<file path="config.mk">
export PLATFORM = sky130hd
export DESIGN_NAME = pc_valid_pipe
export DESIGN_NICKNAME = d
export VERILOG_FILES = /design/src/rtl/pc_valid_pipe.sv
export SDC_FILE = /design/constraint.sdc
export NUM_CORES = 1
export LEC_CHECK = 0
export CAP_MARGIN = 20
export CORE_UTILIZATION = 55
export CTS_CLUSTER_SIZE = 28
export DETAILED_ROUTE_END_ITERATION = 10
export HOLD_SLACK_MARGIN = 0.15
export PLACE_DENSITY = 0.78
export SLEW_MARGIN = 20
export SYNTH_ARGS = -nofsm -noshare
export SYNTH_HDL_FRONTEND = slang
export SYNTH_SLANG_ARGS = --single-unit
</file>
<file path="constraint.sdc">
create_clock -name clk -period 4.8 [get_ports clk]
set_clock_uncertainty 0.2 [all_clocks]
set_input_delay 0.48 -clock clk [delete_from_list [all_inputs] [get_ports clk]]
set_output_delay 0.48 -clock clk [all_outputs]
set_load 0.05 [all_outputs]
</file>
<file path="src/rtl/pc_valid_pipe.sv">
// -----------------------------------------------------------------------------
// pc_valid_pipe
//
// This pipeline runs beside the datapath pipe. It carries a valid flag and a
// PC_W-bit PC through DEPTH stages. out_v and out_pc qualify the writeback
// stage.
//
// Behaviour summary:
//   - A branch (br) squashes the valids leaving stages 1..BR_KILL.
//   - A branch-commit (br_c) squashes the valids leaving stages 1..BRC_KILL.
//   - A stall holds stages 1..STALL_STAGE and inserts a bubble into stage
//     STALL_STAGE+1. The tail of the pipe keeps draining.
//   - en=0 freezes every stage. Any squash issued while en=0 is dropped.
//   - occ is the number of stages that currently hold a valid entry.
//
// Parameters:
//   DEPTH       number of stages (2..32)
//   PC_W        PC width in bits
//   BR_KILL     last stage squashed by br (0 disables br)
//   BRC_KILL    last stage squashed by br_c (BR_KILL <= BRC_KILL < DEPTH)
//   STALL_STAGE last stage held by stall (1..DEPTH-1)
//   CNT_W       occupancy width; derived from DEPTH, do not override
//
// Ports:
//   clk     in   clock; all state updates on the rising edge
//   r       in   synchronous active-high reset; overrides every other input
//   en      in   global advance enable
//   stall   in   hold the front stages and bubble the stage behind them
//   in_v    in   valid of the instruction entering stage 1
//   in_pc   in   PC entering stage 1
//   br      in   branch squash
//   br_c    in   branch-commit squash
//   out_v   out  valid of stage DEPTH
//   out_pc  out  PC of stage DEPTH
//   occ     out  popcount of all stage valids (combinational)
//   in_rdy  out  en & ~stall (combinational); high when stage 1 accepts input
// -----------------------------------------------------------------------------
module pc_valid_pipe #(
    parameter int DEPTH       = 6,
    parameter int PC_W        = 32,
    parameter int BR_KILL     = 3,
    parameter int BRC_KILL    = 5,
    parameter int STALL_STAGE = 2,
    parameter int CNT_W       = $clog2(DEPTH + 1)
) (
    input  logic             clk,
    input  logic             r,
    input  logic             en,
    input  logic             stall,
    input  logic             in_v,
    input  logic [PC_W-1:0]  in_pc,
    input  logic             br,
    input  logic             br_c,
    output logic             out_v,
    output logic [PC_W-1:0]  out_pc,
    output logic [CNT_W-1:0] occ,
    output logic             in_rdy
);

    // Stage state. Index 1 is the entry stage and index DEPTH is writeback.
    logic [DEPTH:1]  v_q;
    logic [DEPTH:1]  v_d;
    logic [PC_W-1:0] pc_q [1:DEPTH];
    logic [PC_W-1:0] pc_d [1:DEPTH];

    // kill[k] squashes the valid that leaves stage k this cycle. Stage DEPTH
    // has no successor, so it never needs a kill term.
    logic [DEPTH-1:1] kill;

    genvar gi;

    // ------------------------------------------------------------------
    // Per-stage kill terms. The window membership is fixed when the
    // design is elaborated, so each term reduces to a gated br or br_c.
    // ------------------------------------------------------------------
    generate
        for (gi = 1; gi <= DEPTH - 1; gi++) begin : g_kill
            localparam bit IN_BR  = (gi <= BR_KILL);
            localparam bit IN_BRC = (gi <= BRC_KILL);
            assign kill[gi] = (br & IN_BR) | (br_c & IN_BRC);
        end
    endgenerate

    // ------------------------------------------------------------------
    // Next-state per stage. Stages fall into four classes:
    //   first  : stage 1; loads input on advance, held under stall
    //   held   : stages 2..STALL_STAGE; held under stall
    //   bubble : stage STALL_STAGE+1; loads v=0/pc=0 under stall
    //   tail   : everything behind the bubble; always advances when en=1
    // A held stage still self-squashes. Under stall its own valid is
    // masked by its own kill term, so a branch during a stall is not lost.
    // ------------------------------------------------------------------
    generate
        for (gi = 1; gi <= DEPTH; gi++) begin : g_stage
            if (gi == 1) begin : g_first
                assign v_d[gi]  = !en   ? v_q[gi]
                                : stall ? (v_q[gi] & ~kill[gi])
                                :         in_v;
                assign pc_d[gi] = (en && !stall) ? in_pc : pc_q[gi];
            end else if (gi <= STALL_STAGE) begin : g_held
                assign v_d[gi]  = !en   ? v_q[gi]
                                : stall ? (v_q[gi] & ~kill[gi])
                                :         (v_q[gi-1] & ~kill[gi-1]);
                assign pc_d[gi] = (en && !stall) ? pc_q[gi-1] : pc_q[gi];
            end else if (gi == STALL_STAGE + 1) begin : g_bubble
                assign v_d[gi]  = !en   ? v_q[gi]
                                : stall ? 1'b0
                                :         (v_q[gi-1] & ~kill[gi-1]);
                assign pc_d[gi] = !en   ? pc_q[gi]
                                : stall ? '0
                                :         pc_q[gi-1];
            end else begin : g_tail
                assign v_d[gi]  = en ? (v_q[gi-1] & ~kill[gi-1]) : v_q[gi];
                assign pc_d[gi] = en ? pc_q[gi-1] : pc_q[gi];
            end
        end
    endgenerate

    // ------------------------------------------------------------------
    // State registers. Every bit is cleared so nothing undefined can reach
    // writeback, even when r is asserted in the middle of operation.
    // ------------------------------------------------------------------
    always_ff @(posedge clk) begin
        if (r) begin
            v_q <= '0;
            for (int k = 1; k <= DEPTH; k++) begin
                pc_q[k] <= '0;
            end
        end else begin
            v_q <= v_d;
            for (int k = 1; k <= DEPTH; k++) begin
                pc_q[k] <= pc_d[k];
            end
        end
    end

    // ------------------------------------------------------------------
    // Outputs
    // ------------------------------------------------------------------
    assign out_v  = v_q[DEPTH];
    assign out_pc = pc_q[DEPTH];
    assign in_rdy = en & ~stall;

    // CNT_W holds the value DEPTH, so the count cannot wrap.
    always_comb begin
        occ = '0;
        for (int k = 1; k <= DEPTH; k++) begin
            occ = occ + CNT_W'(v_q[k]);
        end
    end

endmodule

</file>
==> out/results.txt, run 1 <==
f_max = 243.5 MHz
max_cap viols = 0
leakage = 0.003302 uW
combinational power share = 4.9%
DRT iter0 DRCs = 385
critical path class = reg -> out
GPL Wtd Cong = 0.7217
Die Wd = 118.1 um
worst skew pair latency = 0.42 ns
Seq pwr share = 49.0%
DR DRC count = 0
Wirelength per Cell = 13.15 um
Worst Tran Pin Value = 0.7200 ns
clock power share = 46.1%
Worst Setup End Kind = output pin
GR Util All Layers = 19.47%
Switch Pwr = 688.5 uW
Worst-path clk slew = 0.06 ns
DR vias = 5056
CTS Buf Count = 17
clock root cell = clkbuf_16
VDD IR max = 256.9 uV
final net count = 855
Tmin final = 4.107 ns
CTS Buffer Depth = 2
router iterations before antenna repair = 5
CTS H-tree lvls = 4
sequential share of the synthesized area = 53.50%
Startpoint Class = register
layout cells sized above 1 = 6.804%
internal power = 2722 uW
headroom to the max-slew limit = 52.00%
crit path DAT = 3.43 ns
die area = 13940 um2
final antenna-violating net count = 0
height of the die = 118.1 um
area of the core = 13190 um2
cell row count = 42
worst-path maximum fanout = 4
hold buffers post-CTS = 0
PD cells = 392.1 nW/um2
RSZ-0062 raised after global routing = no
antenna cells = 0
final cell count without fillers = 999
hold crit path type = reg -> reg
most frequent cells in the layout = dfxtp_1 (198), nand2_1 (130), nor2_1 (97)
largest net degree at the start of global routing = 153
pre-CTS setup slack = 1.153 ns
Final setup viols = 0
aggregate negative setup slack = 0 ns
worst setup margin = 0.6934 ns
FF+latch count, synth = 198
Inst Count DP = 967
PostCTS Resize Cnt = 0
Starting Density = 56.17%
CTS tree = done
drt total wl = 13140 um
Mapped Nets = 813
Synth cell types = 26
Post-CTS Setup Bufs = 0
Final period util = 85.55%
initial antenna violation count = 0
Synth Instances = 770
final hold vios = 0
CTS Sinks = 198
status = finished, final reports clean
Slew Viols, Final = 0
commonest non-fill, non-tap cell in the layout = dfxtp_1
WP data required = 4.12 ns
Ports = 76
first-pass GRT wire length = 22240 um
gr ovfl total = 0
switch share = 20.19%
detailed placement HPWL = 7914 um
Cell Area, Synth = 7408 um2
area grow syn2layout = 17.41%
vias per inst = 5.061
vias in the first global route = 4733
Port Buf Inserts = 75
synth warn = 0
synthesized area per cell = 9.621 um2
## power groups by stage
stage	registers, uW	clock network (uW)	logic, uW
3_3_place_gp	1710	0	159
5_1_grt	1670	1670	182
4_1_cts	1670	1590	164
2_1_floorplan	1710	0	136
6_report	1670	1570	167
3_5_place_dp	1710	0	163
## through the flow
| stage | hold slack, ns | util [%] | instance area, um2 | power [uW] |
|---|---|---|---|---|
| 2_1_floorplan | 0.2321 | - | 7408 | 1841 |
| 3_3_place_gp | 0.2433 | 60.54 | 7985 | 1867 |
| 3_5_place_dp | 0.2470 | 60.54 | 7985 | 1872 |
| 4_1_cts | 0.2562 | 65.59 | 8651 | 3428 |
| 5_1_grt | 0.2759 | 65.95 | 8698 | 3521 |
| 6_report | 0.2537 | 65.95 | 8698 | 3410 |
## cell type report
type,count,area (um2)
clock inverter,12,226.5
sequential,198,3964
clock buffer,18,439.2
fill,1044,4492
multi-input combinational,505,2984
inverter,9,33.78
timing repair buffer,81,830.8
tap,176,220.2
## worst max-delay path, cell delays in order, from the launching register on
cell and delay, ns:
dfxtp_1 0.38, inv_1 0.08, fa_1 0.51, fa_1 0.50
inv_1 0.05, ha_1 0.18, fa_1 0.49, clkdlybuf4s50_1 0.80
## path summary, 6_finish.rpt
| path | startpoint | endpoint | slack [ns] | cells after the start |
|---|---|---|---|---|
| hold reg to reg | pc_q[0][35]$_SDFFE_PP0P_ | pc_q[0][35]$_SDFFE_PP0P_ | 0.25 | 2 |
| hold / removal | pc_q[0][35]$_SDFFE_PP0P_ | pc_q[0][35]$_SDFFE_PP0P_ | 0.25 | 2 |
| setup reg to reg | v_q[2]$_SDFFE_PP0P_ | v_q[2]$_SDFFE_PP0P_ | 3.76 | 3 |
| setup / recovery | v_q[1]$_SDFFE_PP0P_ | occ[1] | 0.69 | 7 |
## registers in the layout, indices dropped and copies added, names as in the netlist
| name | cells |
|---|---|
| pc_q | 192 |
| v_q | 6 |
## logic make-up after synthesis
group / after synthesis / synth area share (%)
simple gates: 301 / 18.39
fa+ha+maj: 4 / 0.9796
flops: 198 / 53.50
mux: 96 / 12.97
compound gates: 104 / 7.938
buf+inv: 67 / 6.215
## layer usage
| metal | vias to the layer above | track usage (%) | part of all wire, % |
|---|---|---|---|
| met5 | - | 0 | 0 |
| met4 | 0 | 6.250 | 0.72 |
| met3 | 7 | 4.264 | 3.6 |
| met2 | 99 | 28.42 | 45 |
| met1 | 2332 | 28.47 | 51 |
| li1 | 2618 | - | - |
## cell usage after synthesis
cell type	n	share of area [%]
dfxtp_1	198	54
nand2_1	130	6.6
nor2_1	97	4.9
mux2i_1	96	13
a21oi_1	84	5.7
nand2b_1	35	3.0
nand3b_1	32	3.2
a21oi_2	16	1.9
buf_6	15	2.3
clkbuf_1	15	0.76
buf_2	14	0.95
inv_1	8	0.41
buf_4	6	0.61
clkbuf_8	4	0.74
buf_1	3	0.15
fa_1	3	0.81
nor2b_1	3	0.25
nand3_1	2	0.14
o22ai_1	2	0.17
a31oi_1	1	0.084
a32oi_1	1	0.12
buf_12	1	0.27
ha_1	1	0.17
inv_2	1	0.051
nand2b_4	1	0.19
nand4b_1	1	0.12
Power figures use the tool's default switching activity.
==> run 2: changes to the inputs <==
Settings changed: CTS_CLUSTER_DIAMETER set to 40.
==> results of run 2 <==
The final DEF is identical to that of run 1; final timing and power are the same.
